**src/rtl/pc_gen_pkg.sv**
```systemverilog
// Shared encodings for the fetch-PC generator: redirect sources, FSM states, priority ranking.
package pc_gen_pkg;

   localparam int unsigned SRC_W = 3;

   localparam logic [SRC_W-1:0] SRC_SEQ  = 3'd0;
   localparam logic [SRC_W-1:0] SRC_BR   = 3'd1;
   localparam logic [SRC_W-1:0] SRC_JR   = 3'd2;
   localparam logic [SRC_W-1:0] SRC_ERET = 3'd3;
   localparam logic [SRC_W-1:0] SRC_EXC  = 3'd4;

   typedef logic [0:0] state_t;
   localparam state_t ST_IDLE = 1'b0;
   localparam state_t ST_PEND = 1'b1;

   // Higher rank wins; sequential fetch ranks lowest so any redirect beats an empty latch.
   function automatic logic [SRC_W-1:0] src_rank(input logic [SRC_W-1:0] src);
      logic [SRC_W-1:0] rank;
      case (src)
         SRC_EXC:  rank = 3'd4;
         SRC_ERET: rank = 3'd3;
         SRC_JR:   rank = 3'd2;
         SRC_BR:   rank = 3'd1;
         default:  rank = 3'd0;
      endcase
      return rank;
   endfunction

endpackage

```
**src/rtl/pc_redirect_latch.sv**
```systemverilog
// Holds a redirect that arrived during a stall; a strictly higher-priority one may replace it.
module pc_redirect_latch
   import pc_gen_pkg::*;
#(
   parameter int unsigned WIDTH = 32
) (
   input  logic             clk,
   input  logic             reset,
   input  logic             load,
   input  logic             merge,
   input  logic             clr,
   input  logic [2:0]       req_src,
   input  logic [WIDTH-1:0] req_target,
   output logic [WIDTH-1:0] lat_target
);

   logic [SRC_W-1:0] lat_src_q;
   logic [WIDTH-1:0] lat_target_q;
   logic             upgrade_c;

   // A merge only takes effect when the new request strictly outranks the latched one.
   always_comb begin
      upgrade_c = 1'b0;
      if (src_rank(req_src) > src_rank(lat_src_q)) upgrade_c = 1'b1;
   end

   // Latched source/target storage; clear discards the redirect once applied or preempted.
   always_ff @(posedge clk or posedge reset) begin
      if (reset) begin
         lat_src_q    <= SRC_SEQ;
         lat_target_q <= '0;
      end else if (clr) begin
         lat_src_q    <= SRC_SEQ;
         lat_target_q <= '0;
      end else if (load || (merge && upgrade_c)) begin
         lat_src_q    <= req_src;
         lat_target_q <= req_target;
      end
   end

   assign lat_target = lat_target_q;

endmodule

```
**src/rtl/pc_gen.sv**
```systemverilog
// Fetch-PC generator: PC register, prioritized next-PC mux, stall redirect FSM, misalignment trap.
module pc_gen
   import pc_gen_pkg::*;
#(
   parameter int unsigned     WIDTH      = 32,
   parameter logic [WIDTH-1:0] RESET_ADDR = 'h0000_3000,
   parameter logic [WIDTH-1:0] EXC_VECTOR = 'h0000_4180,
   parameter int unsigned     STEP       = 4
) (
   input  logic             clk,
   input  logic             reset,
   input  logic             en,
   input  logic             br_valid,
   input  logic [WIDTH-1:0] br_target,
   input  logic             jr_valid,
   input  logic [WIDTH-1:0] jr_target,
   input  logic             exc_req,
   input  logic             eret_req,
   input  logic [WIDTH-1:0] epc,
   output logic [WIDTH-1:0] pc,
   output logic             pending,
   output logic             adel_fetch
);

   state_t           state_q, state_d;
   logic [WIDTH-1:0] pc_q, pc_d;
   logic             pending_q, pending_d;
   logic             adel_q, adel_d;

   logic [SRC_W-1:0] win_src;
   logic [WIDTH-1:0] win_target;
   logic [WIDTH-1:0] lat_target;
   logic [WIDTH-1:0] apply_tgt;
   logic             do_apply;
   logic             lat_load, lat_merge, lat_clr;

   // Pick this cycle's winning redirect among the non-exception sources.
   always_comb begin
      win_src    = SRC_SEQ;
      win_target = '0;
      if (eret_req) begin
         win_src    = SRC_ERET;
         win_target = epc;
      end else if (jr_valid) begin
         win_src    = SRC_JR;
         win_target = jr_target;
      end else if (br_valid) begin
         win_src    = SRC_BR;
         win_target = br_target;
      end
   end

   pc_redirect_latch #(.WIDTH(WIDTH)) u_latch (
      .clk        (clk),
      .reset      (reset),
      .load       (lat_load),
      .merge      (lat_merge),
      .clr        (lat_clr),
      .req_src    (win_src),
      .req_target (win_target),
      .lat_target (lat_target)
   );

   // Next-state, next-PC and latch control; exceptions override everything, including stall.
   always_comb begin
      state_d   = state_q;
      pc_d      = pc_q;
      adel_d    = 1'b0;
      lat_load  = 1'b0;
      lat_merge = 1'b0;
      lat_clr   = 1'b0;
      do_apply  = 1'b0;
      apply_tgt = '0;

      if (exc_req) begin
         pc_d    = EXC_VECTOR;
         lat_clr = 1'b1;
         state_d = ST_IDLE;
      end else begin
         case (state_q)
            ST_IDLE: begin
               if (en) begin
                  if (win_src == SRC_SEQ) begin
                     pc_d = pc_q + WIDTH'(STEP);
                  end else begin
                     do_apply  = 1'b1;
                     apply_tgt = win_target;
                  end
               end else if (win_src != SRC_SEQ) begin
                  lat_load = 1'b1;
                  state_d  = ST_PEND;
               end
            end
            ST_PEND: begin
               if (en) begin
                  // The latched redirect belongs to the older instruction, so new ones are dropped.
                  do_apply  = 1'b1;
                  apply_tgt = lat_target;
                  lat_clr   = 1'b1;
                  state_d   = ST_IDLE;
               end else if (win_src != SRC_SEQ) begin
                  lat_merge = 1'b1;
               end
            end
            default: begin
               lat_clr = 1'b1;
               state_d = ST_IDLE;
            end
         endcase

         // Alignment is checked only when a redirect is actually applied.
         if (do_apply) begin
            if (apply_tgt[1:0] != 2'b00) begin
               pc_d   = EXC_VECTOR;
               adel_d = 1'b1;
            end else begin
               pc_d = apply_tgt;
            end
         end
      end

      pending_d = (state_d == ST_PEND);
   end

   // State and registered outputs.
   always_ff @(posedge clk or posedge reset) begin
      if (reset) begin
         state_q   <= ST_IDLE;
         pc_q      <= RESET_ADDR;
         pending_q <= 1'b0;
         adel_q    <= 1'b0;
      end else begin
         state_q   <= state_d;
         pc_q      <= pc_d;
         pending_q <= pending_d;
         adel_q    <= adel_d;
      end
   end

   assign pc         = pc_q;
   assign pending    = pending_q;
   assign adel_fetch = adel_q;

endmodule
```
**config.mk**
```make
export PLATFORM = sky130hd
export DESIGN_NAME = pc_gen
export DESIGN_NICKNAME = d
export VERILOG_FILES = /design/src/rtl/pc_gen_pkg.sv /design/src/rtl/pc_redirect_latch.sv /design/src/rtl/pc_gen.sv
export SDC_FILE = /design/constraint.sdc
export NUM_CORES = 1
export LEC_CHECK = 0
export ABC_AREA = 1
export CORE_MARGIN = 4
export CORE_UTILIZATION = 65
export CTS_BUF_LIST = sky130_fd_sc_hd__clkbuf_4
export CTS_CLUSTER_DIAMETER = 50
export DETAILED_ROUTE_END_ITERATION = 7
export DONT_BUFFER_PORTS = 1
export PLACE_DENSITY_LB_ADDON = 0.3
export SLEW_MARGIN = 5
export SYNTH_ARGS = -nofsm -noshare
export SYNTH_HDL_FRONTEND = slang
export SYNTH_SLANG_ARGS = --single-unit
```
**constraint.sdc**
```tcl
create_clock -name clk -period 2.35 [get_ports clk]
set_input_delay 0.3525 -clock clk [delete_from_list [all_inputs] [get_ports clk]]
set_output_delay 0.3525 -clock clk [all_outputs]
set_load 0.01 [all_outputs]
```
* Word-level counts from Yosys, hierarchy flattened
Cells that the tools add are included.
Word-level totals: memories 0, ROM bits 0, word-level logic and storage cells 69, register bits 69, latch bits 0, RAM bits 0, output and inout bits 34, input bits 103
Operators by class: multipliers 0, muxes and demuxes 43, equality and inequality tests 9, magnitude comparators 1, $add $sub $neg 1, shift operators 0, div/mod/pow operators 0, bitwise gates (word level) 1, reductions and logical operators 9
Operator list (count):
- 32-bit 2-to-1 mux | 15
- 32-bit one-hot mux with 2 select lines | 1
- 32-bit by 3-bit adder with 32-bit output (second input constant) | 1
- 3-bit one-hot mux with 4 select lines | 2
- 1-bit 2-to-1 mux | 19
- 3-bit by 2-bit == test with 1-bit output (second input constant) | 4
- 3-bit 2-to-1 mux | 3
- 3-bit nonzero test | 3
- 3-bit by 1-bit == test with 1-bit output (second input constant) | 2
- 3-bit == test (second input constant) | 2
- 1-bit one-hot mux with 2 select lines | 2
- 2-bit nonzero test | 2
- 3-bit > comparator | 1
- 3-bit logical NOT | 1
- 3-bit by 2-bit != test with 1-bit output (second input constant) | 1
- 3-bit AND reduction | 1
- 2-bit 2-to-1 mux | 1
- 1-bit logical AND | 1
- 1-bit logical OR | 1
- 1-bit NOT | 1

* Longest topological paths before layout
Gate-level depths: netlist (run 1).
depth after elaboration 12, mapped depth 13, mapped depth without buffers 11

* By module
Synthesis (run 1) repeated with hierarchy kept, for this count alone.
Second synthesis, totals: cells, all modules 923, area, all modules 5567.8 µm²
By module, submodules not included:
- pc_gen | area each 3691.0 µm², times used 1, seq. area each 853.3 µm², cells an instance 677
- pc_redirect_latch | area each 1876.8 µm², times used 1, seq. area each 875.8 µm², cells an instance 246

* Worst setup path before layout (run 1)
OpenSTA, ideal clock, no wires.
path type input to register, start input port jr_valid, end register u_latch.lat_target_q[2] (netlist: u_latch.lat_target[2]), stages on the path 13, data required time 2214 ps, library setup time 136 ps, buffers on the path 4, data arrival time 1934 ps, setup slack 280 ps, cells stage by stage buf_4 -> nor2_4 -> buf_4 -> nor2_1 -> ha_1 -> nand2_1 -> o21ai_0 -> nand2_1 -> nand3_1 -> buf_2 -> buf_2 -> nand3_1 -> o21ai_0
Between the ends: cells in the longest elaborated chain, start to end 10, elaborated cells on any way between the ends 23, classes of those cells 1 x order compare; 4 x eq/ne; 14 x mux; 4 x reduce/logical
Ends and longest elaborated chain:
- start: declaration | line pc_gen.sv:15 | input logic jr_valid,
- parallel branches: the longest is 10 deep, another holds 3-bit > comparator
- end signal: assignment | line pc_redirect_latch.sv:37 | lat_target_q <= req_target;
- end: declaration | line pc_redirect_latch.sv:18 | logic [WIDTH-1:0] lat_target_q;
Parallel ways; which one is timed is not known. The select of a mux whose other input is x is not followed. A chain may end at the register's enable or synchronous reset.

==> flow_summary.ini, run 1 <==
[grt]
grt-busiest-layer = met2
grt_pass1_wl_um = 25200
gr-usage-met2 = 0.494
overflow = 0
gr-usage-met1 = 0.453
grt_start_max_net_pins = 37
grt_usage = 0.322
antenna_found_initial = 0
first_global_vias = 5179
met3_usage = 0.0584

[sta]
finalWorstSetupSlack_ns = 0.268
min_period_over_period = 0.886
hold_viol = 0
fin_tns_setup_ns = 0
slew_viol_final = 0
worstMarginPinSlew_ns = 0.598
layout_min_cycle_time_ns = 2.08
finalSetupViolCount = 0
fin_skew_ns = 0.0160
holdWs_ns = 0.162
fmax_mhz = 480
maxSlewHeadroom = 0.601
rsz0062_at_grt = no

[clocking]
clkTransAtPathRegs_ns = 0.13
cts_resized = 0
insertion_delay_ns = 0.43
htreeDepth = 3
cts_setup_buffers = 0
cts_hold_buf = 2
cts_buffer_depth = 2
cts_buffers = 9
root_buffer = clkbuf_4
cts_tree = built
clock-sinks = 68

[hold_path]
hp-start = exc_req
holdCritPathClass = in -> reg
min_path_cells = 3
min_to = u_latch.lat_target[13]$_DFFE_PP0P_

[pwr]
peakVddDrop_v = 0.000259
powerDensity_nw_per_um2 = 500
p_leak_uw = 0.00247
p_total_uw = 2680

[setup_path]
rrSetupSlack_ns = 0.27
startpoint = pending$_DFF_PP0_
cp-end-kind = flip-flop
arrival_ns = 2.43
worst-r2r-cell-count = 6
worstReg2RegEnd = u_latch.lat_target[21]$_DFFE_PP0P_
cp_data_required_time_ns = 2.70
path_max_fanout = 22
r2r-start = pending$_DFF_PP0_
crit_type = reg -> reg
crit_path_start_kind = flip-flop

[layout]
fillerInstances = 699
layout_commonest_cell = nand2_1
final_cell_mix = nand2_1 (281), nand3_1 (117), nor2_1 (66), dfrtp_1 (66), a21oi_1 (61)
finalNonFillerCells = 919
area_growth_pct = 4.31
nets = 918
layout-drive-gt1-share = 0.105
n_antenna_cell = 0

[routing]
first_pass_iters = 5
drtIter0Drc = 345
post_drt_wl_per_cell_um = 16.2
drc_errors = 0
drtAntennaViolNets = 0
wl_um = 14900
vias_per_cell = 5.97
vias = 5487

[place]
dp.cells = 901
gp_congestion = 0.954
preCtsSetupSlack_ns = 0.262
dp_hpwl_um = 11400
port_buffers = 0

[synthesis]
ys_seq_area_frac = 0.331
synth_area_um2 = 5140
ys_ff_latch = 68
ys_types = 34
syn_area_per_cell_um2 = 6.24
syn_nets = 930
yosysWarnings = 0
syn_inst = 824

[floorplan]
core_area_um2 = 7730
die_w_um = 96.9
rows = 32
die_y_um = 96.9
die_area_um2 = 9400
start_util = 0.665
pin_count = 137

[run]
cap_viol_max_count = 0

[status]
status = completed
[worst max path at each step]
| stage | slack [ns] | end | cells past startpoint |
|---|---|---|---|
| after floorplan | 0.28 | u_latch.lat_target[2]$_DFFE_PP0P_ | 13 |
| final | 0.27 | u_latch.lat_target[21]$_DFFE_PP0P_ | 6 |
| after global routing | 0.03 | u_latch.lat_target[22]$_DFFE_PP0P_ | 6 |
| after global placement | 0.34 | u_latch.lat_target[19]$_DFFE_PP0P_ | 6 |
| after detailed placement | 0.26 | u_latch.lat_target[21]$_DFFE_PP0P_ | 6 |
| after CTS | 0.25 | u_latch.lat_target[21]$_DFFE_PP0P_ | 6 |
[critical path, cell delays in order (launching register included)]
cell and delay, ns:
dfrtp_1 0.54, nand2_1 0.30, inv_1 0.27, nor2_4 0.31, buf_4 0.30, nand3_1 0.11
o21ai_0 0.17
[registers in the layout (all words and copies together), names as in the netlist]
name / count
u_latch.lat_src_q: 2
adel_fetch: 1
pc: 32
pending: 1
u_latch.lat_target: 32
[Yosys cell counts (all sizes together)]
library cell    n  area (µm²)
ha              3        37.5
or2            32         200
nand3         119         608
o21ai          56         280
o31ai           5        37.5
o22ai           3        18.8
clkinv          1        3.75
a21boi          2        15.0
dfrtp          66        1650
nor3b           2        15.0
nor2           80         348
dfstp           2        52.6
clkbuf         14        52.6
o21bai          4        30.0
nand3b          1        7.51
inv            57         214
nand2         283        1070
nand4           4        25.0
a21oi          61         305
buf            28         160
o211ai          1        7.51
[area by class of cell]
cell class	count	area (µm²)	share of cell area
multi-input cells	656	3020	0.563
flip-flops and latches	68	1700	0.318
inverters	58	218	0.0406
repair buffers	19	160	0.0299
well taps	102	128	0.0238
clock buffers	9	67.6	0.0126
clock inverters	7	66.3	0.0124
[report_power, final]
| part | internal [µW] | switching (µW) | total [µW] |
|---|---|---|---|
| Combinational | 192 | 367 | 559 |
| Sequential | 1240 | 94.0 | 1340 |
| Clock | 319 | 468 | 787 |
| Total | 1750 | 930 | 2680 |
[per-layer routing]
layer / part of all wire / vias up
li1: - / 2654
met1: 0.42 / 2520
met2: 0.46 / 279
met3: 0.094 / 34
met4: 0.025 / 0
met5: 0 / -
[metrics by stage]
step           cell area (µm²)  utilization
2_1_floorplan             5140            -
3_3_place_gp              5210        0.674
3_5_place_dp              5210        0.674
4_1_cts                   5360        0.694
5_1_grt                   5360        0.694
6_report                  5360        0.694
[logic make-up (layout without fill, tap and decap cells)]
| group | after synthesis | after routing | share of synthesized area |
|---|---|---|---|
| AOI/OAI and AO/OA | 132 | 132 | 0.135 |
| adders and majority gates | 3 | 3 | 0.00730 |
| buffers and inverters | 100 | 93 | 0.0837 |
| DFF | 68 | 68 | 0.331 |
| and+or+nand+nor | 521 | 521 | 0.443 |
Note: power is estimated with default switching activity, not from simulation.
==> run 2, diff against run 1 <==
--- a/config.mk
+++ b/config.mk
@@ -12,6 +12,7 @@
 export CTS_CLUSTER_DIAMETER = 50
 export DETAILED_ROUTE_END_ITERATION = 7
 export DONT_BUFFER_PORTS = 1
+export GPL_ROUTABILITY_DRIVEN = 0
 export PLACE_DENSITY_LB_ADDON = 0.3
 export SLEW_MARGIN = 5
 export SYNTH_ARGS = -nofsm -noshare
==> run 2 against run 1 <==
Compared with the run above: total power is 7.5% higher; sequential share of layout area is 0.23 points lower; non-clock buffer count is 3 lower; global-route usage is 1.1 points lower; clock power is 27% higher; largest cell class unchanged; highest routed layer unchanged.
==> flow_summary.ini, run 2 (synthesis gave the netlist of run 1 again) <==
[status]
status = completed

[layout]
final_cell_mix = nand2_1 (281), nand3_1 (117), nor2_1 (66), dfrtp_1 (66), a21oi_1 (61)
fillerInstances = 637
nets = 915
design_area_um2 = 5400
layout-drive-gt1-share = 0.103
n_antenna_cell = 0
area_growth_pct = 5.06
layout_commonest_cell = nand2_1

[clocking]
clkTransAtPathRegs_ns = 0.12
clock-sinks = 68
cts_buffers = 9
root_buffer = clkbuf_4
cts_tree = built
htreeDepth = 3
insertion_delay_ns = 0.44
cts_buffer_depth = 2
cts_setup_buffers = 0

[setup_path]
crit_type = reg -> reg
cp_data_required_time_ns = 2.68
path_max_fanout = 23
cp-end-kind = flip-flop
arrival_ns = 2.42
crit_path_start_kind = flip-flop
r2r-start = u_latch.lat_src_q[1]$_DFFE_PP0P_
startpoint = u_latch.lat_src_q[1]$_DFFE_PP0P_

[grt]
overflow = 0
grt_usage = 0.311
grt_pass1_wl_um = 24200
antenna_found_initial = 0
grt_start_max_net_pins = 69
first_global_vias = 5118

[floorplan]
die_w_um = 96.9
die_y_um = 96.9
pin_count = 137
rows = 32
core_area_um2 = 7730
start_util = 0.665
die_area_um2 = 9400

[sta]
min_period_over_period = 0.887
finalSetupViolCount = 0
hold_viol = 0
worstMarginPinSlew_ns = 0.597
layout_min_cycle_time_ns = 2.08
fin_skew_ns = 0.0147
maxSlewHeadroom = 0.600
slew_viol_final = 0
fmax_mhz = 480
rsz0062_at_grt = no
fin_tns_setup_ns = 0

[routing]
vias_per_cell = 5.87
wl_um = 14500
post_drt_wl_per_cell_um = 15.8
drc_errors = 0
vias = 5379
drtAntennaViolNets = 0
first_pass_iters = 7
drtIter0Drc = 390

[pwr]
seqPwrFrac = 0.463
clkPwrFrac = 0.345
cell_internal_pwr_uw = 1970
p_leak_uw = 0.00248
p_sw_frac = 0.318
p_switching_uw = 916
powerDensity_nw_per_um2 = 534
combPwrFrac = 0.192
peakVddDrop_v = 0.000282

[place]
dp_hpwl_um = 10800
place_area_um2 = 5200
port_buffers = 0

[hold_path]
holdCritPathClass = in -> reg
hp-start = en

[run]
cap_viol_max_count = 0
run 2: cell types whose count changed in the layout (fill, tap and decap cells not counted), sizes merged:
cell | previous run | this run
buf | 17 | 14
bufinv | 1 | 3
clkinvlp | 2 | 1
inv | 58 | 57
run 2: path summary, 6_finish.rpt:
path | endpoint | slack, ns | depth (start not counted)
min | pending$_DFF_PP0_ | 0.07 | 3
min in group asynchronous | pc[6]$_DFFE_PP0P_ | 0.44 | 3
max in group asynchronous | pc[13]$_DFFE_PP1P_ | 1.60 | 3
min reg2reg | u_latch.lat_target[18]$_DFFE_PP0P_ | 0.52 | 2
max | u_latch.lat_target[8]$_DFFE_PP0P_ | 0.27 | 9
max reg2reg | u_latch.lat_target[8]$_DFFE_PP0P_ | 0.27 | 9
run 2: power by group through the flow:
| stage | Combinational (µW) | Clock [µW] | Sequential [µW] |
|---|---|---|---|
| finish | 553 | 996 | 1340 |
| global route | 629 | 1050 | 1350 |
| CTS | 548 | 996 | 1340 |
| detailed placement | 542 | 0 | 1360 |
| global placement | 523 | 0 | 1350 |
| floorplan | 442 | 0 | 1330 |
run 2: layout make-up:
| type | count | area (µm²) | area share |
|---|---|---|---|
| Timing Repair Buffer | 16 | 150 | 0.0278 |
| Sequential cell | 68 | 1700 | 0.315 |
| Inverter | 58 | 218 | 0.0403 |
| Clock inverter | 7 | 115 | 0.0213 |
| Multi-Input combinational cell | 656 | 3020 | 0.559 |
| Clock buffer | 9 | 67.6 | 0.0125 |
| Tap cell | 102 | 128 | 0.0236 |
run 2: routing by layer:
layer  global-route usage  wire, µm  up-vias  part of all wire
met3               0.0627      1400       41             0.097
li1                     -         -     2648                 -
met1                0.418      5990     2429              0.41
met4                0.135       426        0             0.029
met5                    0         0        -                 0
met2                0.487      6640      261              0.46
run 2: worst max-delay path: stages (launching register included):
cell and delay [ns]:
dfrtp_1 0.37, inv_1 0.05, ha_1 0.30, inv_1 0.04, nor2_1 0.09, o21ai_0 0.09, nand2_1 0.09, nand3_2 0.36
buf_4 0.34, o31ai_1 0.25
run 2: through the flow:
step	worst slack (ns)	cells	total power, µW	utilization	hold slack [ns]
2_1_floorplan	0.280	824	1780	-	0.419
6_report	0.265	916	2880	0.699	0.0685
3_5_place_dp	0.229	898	1900	0.673	0.342
5_1_grt	0.0680	916	3030	0.699	0.0914
4_1_cts	0.298	916	2880	0.699	0.0677
3_3_place_gp	0.356	898	1880	0.673	0.339
run 2: timing repair:
item | in CTS | in global routing
endpoints found under the hold margin | 69 | 0
hold buffers | 2 | 0
resized for setup | 0 | 0
==> run 3, diff against run 2 <==
--- a/config.mk
+++ b/config.mk
@@ -14,6 +14,7 @@
 export DONT_BUFFER_PORTS = 1
 export GPL_ROUTABILITY_DRIVEN = 0
 export PLACE_DENSITY_LB_ADDON = 0.3
+export SETUP_SLACK_MARGIN = 0.15
 export SLEW_MARGIN = 5
 export SYNTH_ARGS = -nofsm -noshare
 export SYNTH_HDL_FRONTEND = slang
==> run 3 against run 2 <==
Compared with the run above: final area is 0.30% higher; critical path depth decreased by 3; count of clock-buffer cells in the layout unchanged; combinational power about the same; register-to-register slack improved by 0.07 ns; core utilization increased by 0.21 points; largest cell class unchanged; highest routed layer unchanged.
==> flow_summary.ini, run 3 (synthesis gave the netlist of run 1 again) <==
[setup_path]
cp_data_required_time_ns = 2.69
crit_path_start_kind = flip-flop
arrival_ns = 2.35
crit_type = reg -> reg
path_max_fanout = 16
cp-end-kind = flip-flop

[sta]
fin_tns_setup_ns = 0
hold_viol = 0
finalWorstSetupSlack_ns = 0.337
finalSetupViolCount = 0
rsz0062_at_grt = no
fmax_mhz = 497
layout_min_cycle_time_ns = 2.01
min_period_over_period = 0.857
slew_viol_final = 0
maxSlewHeadroom = 0.606
worstMarginPinSlew_ns = 0.588
fin_skew_ns = 0.0145

[layout]
fillerInstances = 633
n_antenna_cell = 0
finalNonFillerCells = 916
layout_commonest_cell = nand2_1
area_growth_pct = 5.38
layout-drive-gt1-share = 0.106
final_cell_mix = nand2_1 (280), nand3_1 (117), nor2_1 (66), dfrtp_1 (65), a21oi_1 (61)
seq_area_um2 = 1710
nets = 915
multiInputGateArea_um2 = 3040

[clocking]
clkTransAtPathRegs_ns = 0.12
cts_tree = built
cts_buffers = 9
cts_buffer_depth = 2
insertion_delay_ns = 0.43
root_buffer = clkbuf_4
htreeDepth = 3
clock-sinks = 68

[pwr]
p_leak_uw = 0.00249
p_total_uw = 2890
powerDensity_nw_per_um2 = 532
peakVddDrop_v = 0.000282

[routing]
wl_um = 14600
drtAntennaViolNets = 0
drtIter0Drc = 382
drc_errors = 0
vias = 5397
vias_per_cell = 5.89
first_pass_iters = 6
post_drt_wl_per_cell_um = 16.0

[grt]
grt_pass1_wl_um = 24200
first_global_vias = 5118
overflow = 0
antenna_found_initial = 0
grt_usage = 0.311
grt_start_max_net_pins = 69

[place]
preCtsSetupSlack_ns = 0.229
dp.cells = 898
port_buffers = 0
dp_hpwl_um = 10800

[floorplan]
rows = 32
start_util = 0.665
core_area_um2 = 7730
die_area_um2 = 9400
die_y_um = 96.9
die_w_um = 96.9
pin_count = 137

[run]
cap_viol_max_count = 0

[status]
status = completed

[hold_path]
holdCritPathClass = in -> reg
==> run 3: through the flow <==
stage,area [µm²],hold slack (ns),utilization
detailed placement,5200,0.342,0.673
global placement,5200,0.339,0.673
finish,5420,0.0758,0.701
CTS,5400,0.0677,0.699
global route,5420,0.0877,0.701
floorplan,5140,0.419,-
==> run 3: worst paths after layout <==
check | from | end | slack (ns) | cells past startpoint
setup reg to reg | pending$_DFF_PP0_ | u_latch.lat_target[4]$_DFFE_PP0P_ | 0.34 | 6
max in group asynchronous | reset | pending$_DFF_PP0_ | 1.57 | 3
hold / removal | en | pending$_DFF_PP0_ | 0.08 | 3
min in group asynchronous | reset | pc[4]$_DFFE_PP0P_ | 0.44 | 3
setup / recovery | pending$_DFF_PP0_ | u_latch.lat_target[4]$_DFFE_PP0P_ | 0.34 | 6
hold reg to reg | u_latch.lat_target[18]$_DFFE_PP0P_ | u_latch.lat_target[18]$_DFFE_PP0P_ | 0.52 | 2
==> run 3: routing by layer <==
layer	vias to the layer above	routed length [µm]	GRT usage
met3	41	1480	0.0627
met1	2407	6010	0.418
met5	-	0	0
met4	0	447	0.135
met2	302	6690	0.487
li1	2647	-	-
==> run 3: power by group <==
group	total [µW]	switching (µW)	internal [µW]	leakage (µW)
Combinational	556	364	192	0.00149
Sequential	1340	93.9	1240	0.000901
Clock	992	457	535	0.0000936
Total	2890	915	1970	0.00249
==> run 3: layout make-up <==
| cell class | count | share of cell area |
|---|---|---|
| Clock inverter | 7 | 0.0212 |
| Tap cell | 102 | 0.0236 |
| Timing Repair Buffer | 16 | 0.0277 |
| Clock buffer | 9 | 0.0125 |
| Inverter | 58 | 0.0402 |
| Multi-Input combinational cell | 656 | 0.560 |
| Sequential cell | 68 | 0.315 |
==> run 3: worst max-delay path: stages, from the launching register on <==
cell and delay (ns):
dfrtp_2 0.52, nand2_1 0.27, inv_1 0.28, nor2_4 0.30, buf_4 0.27, nand3_1 0.11
o21ai_0 0.19
==> run 3: timing repair <==
item | 4_1_cts | 5_1_grt
setup endpoints to repair | 0 | 16
hold buffers | 2 | 0
gates resized for setup | 0 | 4
endpoints found under the hold margin | 69 | 0
setup buffers | 0 | 0
==> edit, RTL diff (config.mk and constraints of run 3) <==
`WIDTH` is set to 32 in 2 places; all go to 64.
--- a/src/rtl/pc_redirect_latch.sv
+++ b/src/rtl/pc_redirect_latch.sv
@@ -3,5 +3,5 @@
    import pc_gen_pkg::*;
 #(
-   parameter int unsigned WIDTH = 32
+   parameter int unsigned WIDTH = 64
 ) (
    input  logic             clk,
--- a/src/rtl/pc_gen.sv
+++ b/src/rtl/pc_gen.sv
@@ -3,5 +3,5 @@
    import pc_gen_pkg::*;
 #(
-   parameter int unsigned     WIDTH      = 32,
+   parameter int unsigned     WIDTH      = 64,
    parameter logic [WIDTH-1:0] RESET_ADDR = 'h0000_3000,
    parameter logic [WIDTH-1:0] EXC_VECTOR = 'h0000_4180,
Interface: changed (resized br_target, epc, jr_target and pc); port bits go from 137 to 265. The function was not compared with the original's and may differ.
==> edit against run 3 <==
- critical path type unchanged
- die area is 90% higher
- sequential cell count is 64 higher
- power is 75% higher
- worst setup slack got worse by 0.037 ns
- via count rose by 110%
- final area is 98% higher
- routed wire length is 130% higher
- count of clock-buffer cells in the layout is 8 higher
- cell count increased by 110%
- area after synthesis rose by 99%
- worst hold slack got worse by 0.042 ns
- fmax is 1.8% lower
==> edit: results (changes against run 3) <==
| Metric | Value |
|---|---|
| Hold EP | u_latch.lat_src_q[1]$_DFFE_PP0P_ |
| Compound-cell area share of the yosys netlist | 12.8% (-0.66 points) |
| Reg2Reg Setup Slack | 0.30 ns (-0.04 ns) |
| Crit-path max cell delay | 0.63 ns (+0.11 ns) |
| Buffering overhead | 3.29% (+0.52 points) |
| Non-clock buffer count | 37 (+21) |
| Vias in the first global route | 10.7k (+110%) |
| Hold Crit Depth | 2 (-1) |
| Crit path buf inv count | 0 (-2) |
| Syn Inst Count | 1720 (+110%) |
| Met3 WL | 3570 um (+140%) |
| Area post-placement | 10400 um^2 (+100%) |
| Largest net degree at the start of global routing | 68 (-1.4%) |
| Multi-In Gates | 1389 (+110%) |
| Reg2reg end | pc[63]$_DFFE_PP0P_ |
| Routed wire length | 33800 um (+130%) |
| GRT Util Overall | 37.8% (+6.6 points) |
| Wire length on met1 | 13600 um (+130%) |
| Initial antenna violation count | 2 (+2) |
| RR Startpoint | pc[12]$_DFFE_PP1P_ |
| First-pass GRT wire length | 54300 um (+120%) |
| WHS | 0.0336 ns (-0.0422 ns) |
| Vias post-DR | 11.5k (+110%) |
| Antenna cell count | 2 (+2) |
| FF-to-FF path depth | 11 (+5) |
| Share of layout cells above drive strength 1 | 7.91% (-2.7 points) |
| First-iteration detailed-routing DRC count | 1565 (+310%) |
| Placed insts | 1869 (+110%) |
| Multi-input gate share of total cell area | 57.6% (+1.6 points) |
| H-tree levels | 4 (+1) |
| Run status | finished clean |
| Storage element area | 3310 um^2 (+94%) |
| Synth top cells by count | 697 x nand2_1, 207 x nand3_1, 146 x nor2_1 |
[edit: cell types whose count changed in the layout (fill, tap and decap cells not counted), moves of 27 or more]
| cell | delta |
|---|---|
| inv_1 | +48 |
| o21ai_0 | +60 |
| nand2_1 | +417 |
| o22ai_1 | +27 |
| dfrtp_1 | +65 |
| nand3_1 | +90 |
| nor2_1 | +74 |
[edit: kinds of logic after synthesis]
logic type | after synthesis
compound gates | 251
fa+ha+maj | 3
xor+xnor | 7
simple gates | 1128
flops | 132
buf+inv | 199
[edit: power by group through the flow]
stage | combinational [mW] | sequential, mW | clock [mW]
after floorplan | 0.828 | 2.63 | 0
after global placement | 1.04 | 2.68 | 0
after detailed placement | 1.07 | 2.68 | 0
after CTS | 1.09 | 2.64 | 1.32
after global routing | 1.25 | 2.67 | 1.42
final | 1.10 | 2.65 | 1.31
[edit: repair_timing]
| action | CTS | global route |
|---|---|---|
| setup endpoints to repair | 0 | 9 |
| hold endpoints to repair | 31 | 0 |
| resized for setup | 0 | 4 |
| hold buffers | 5 | 0 |
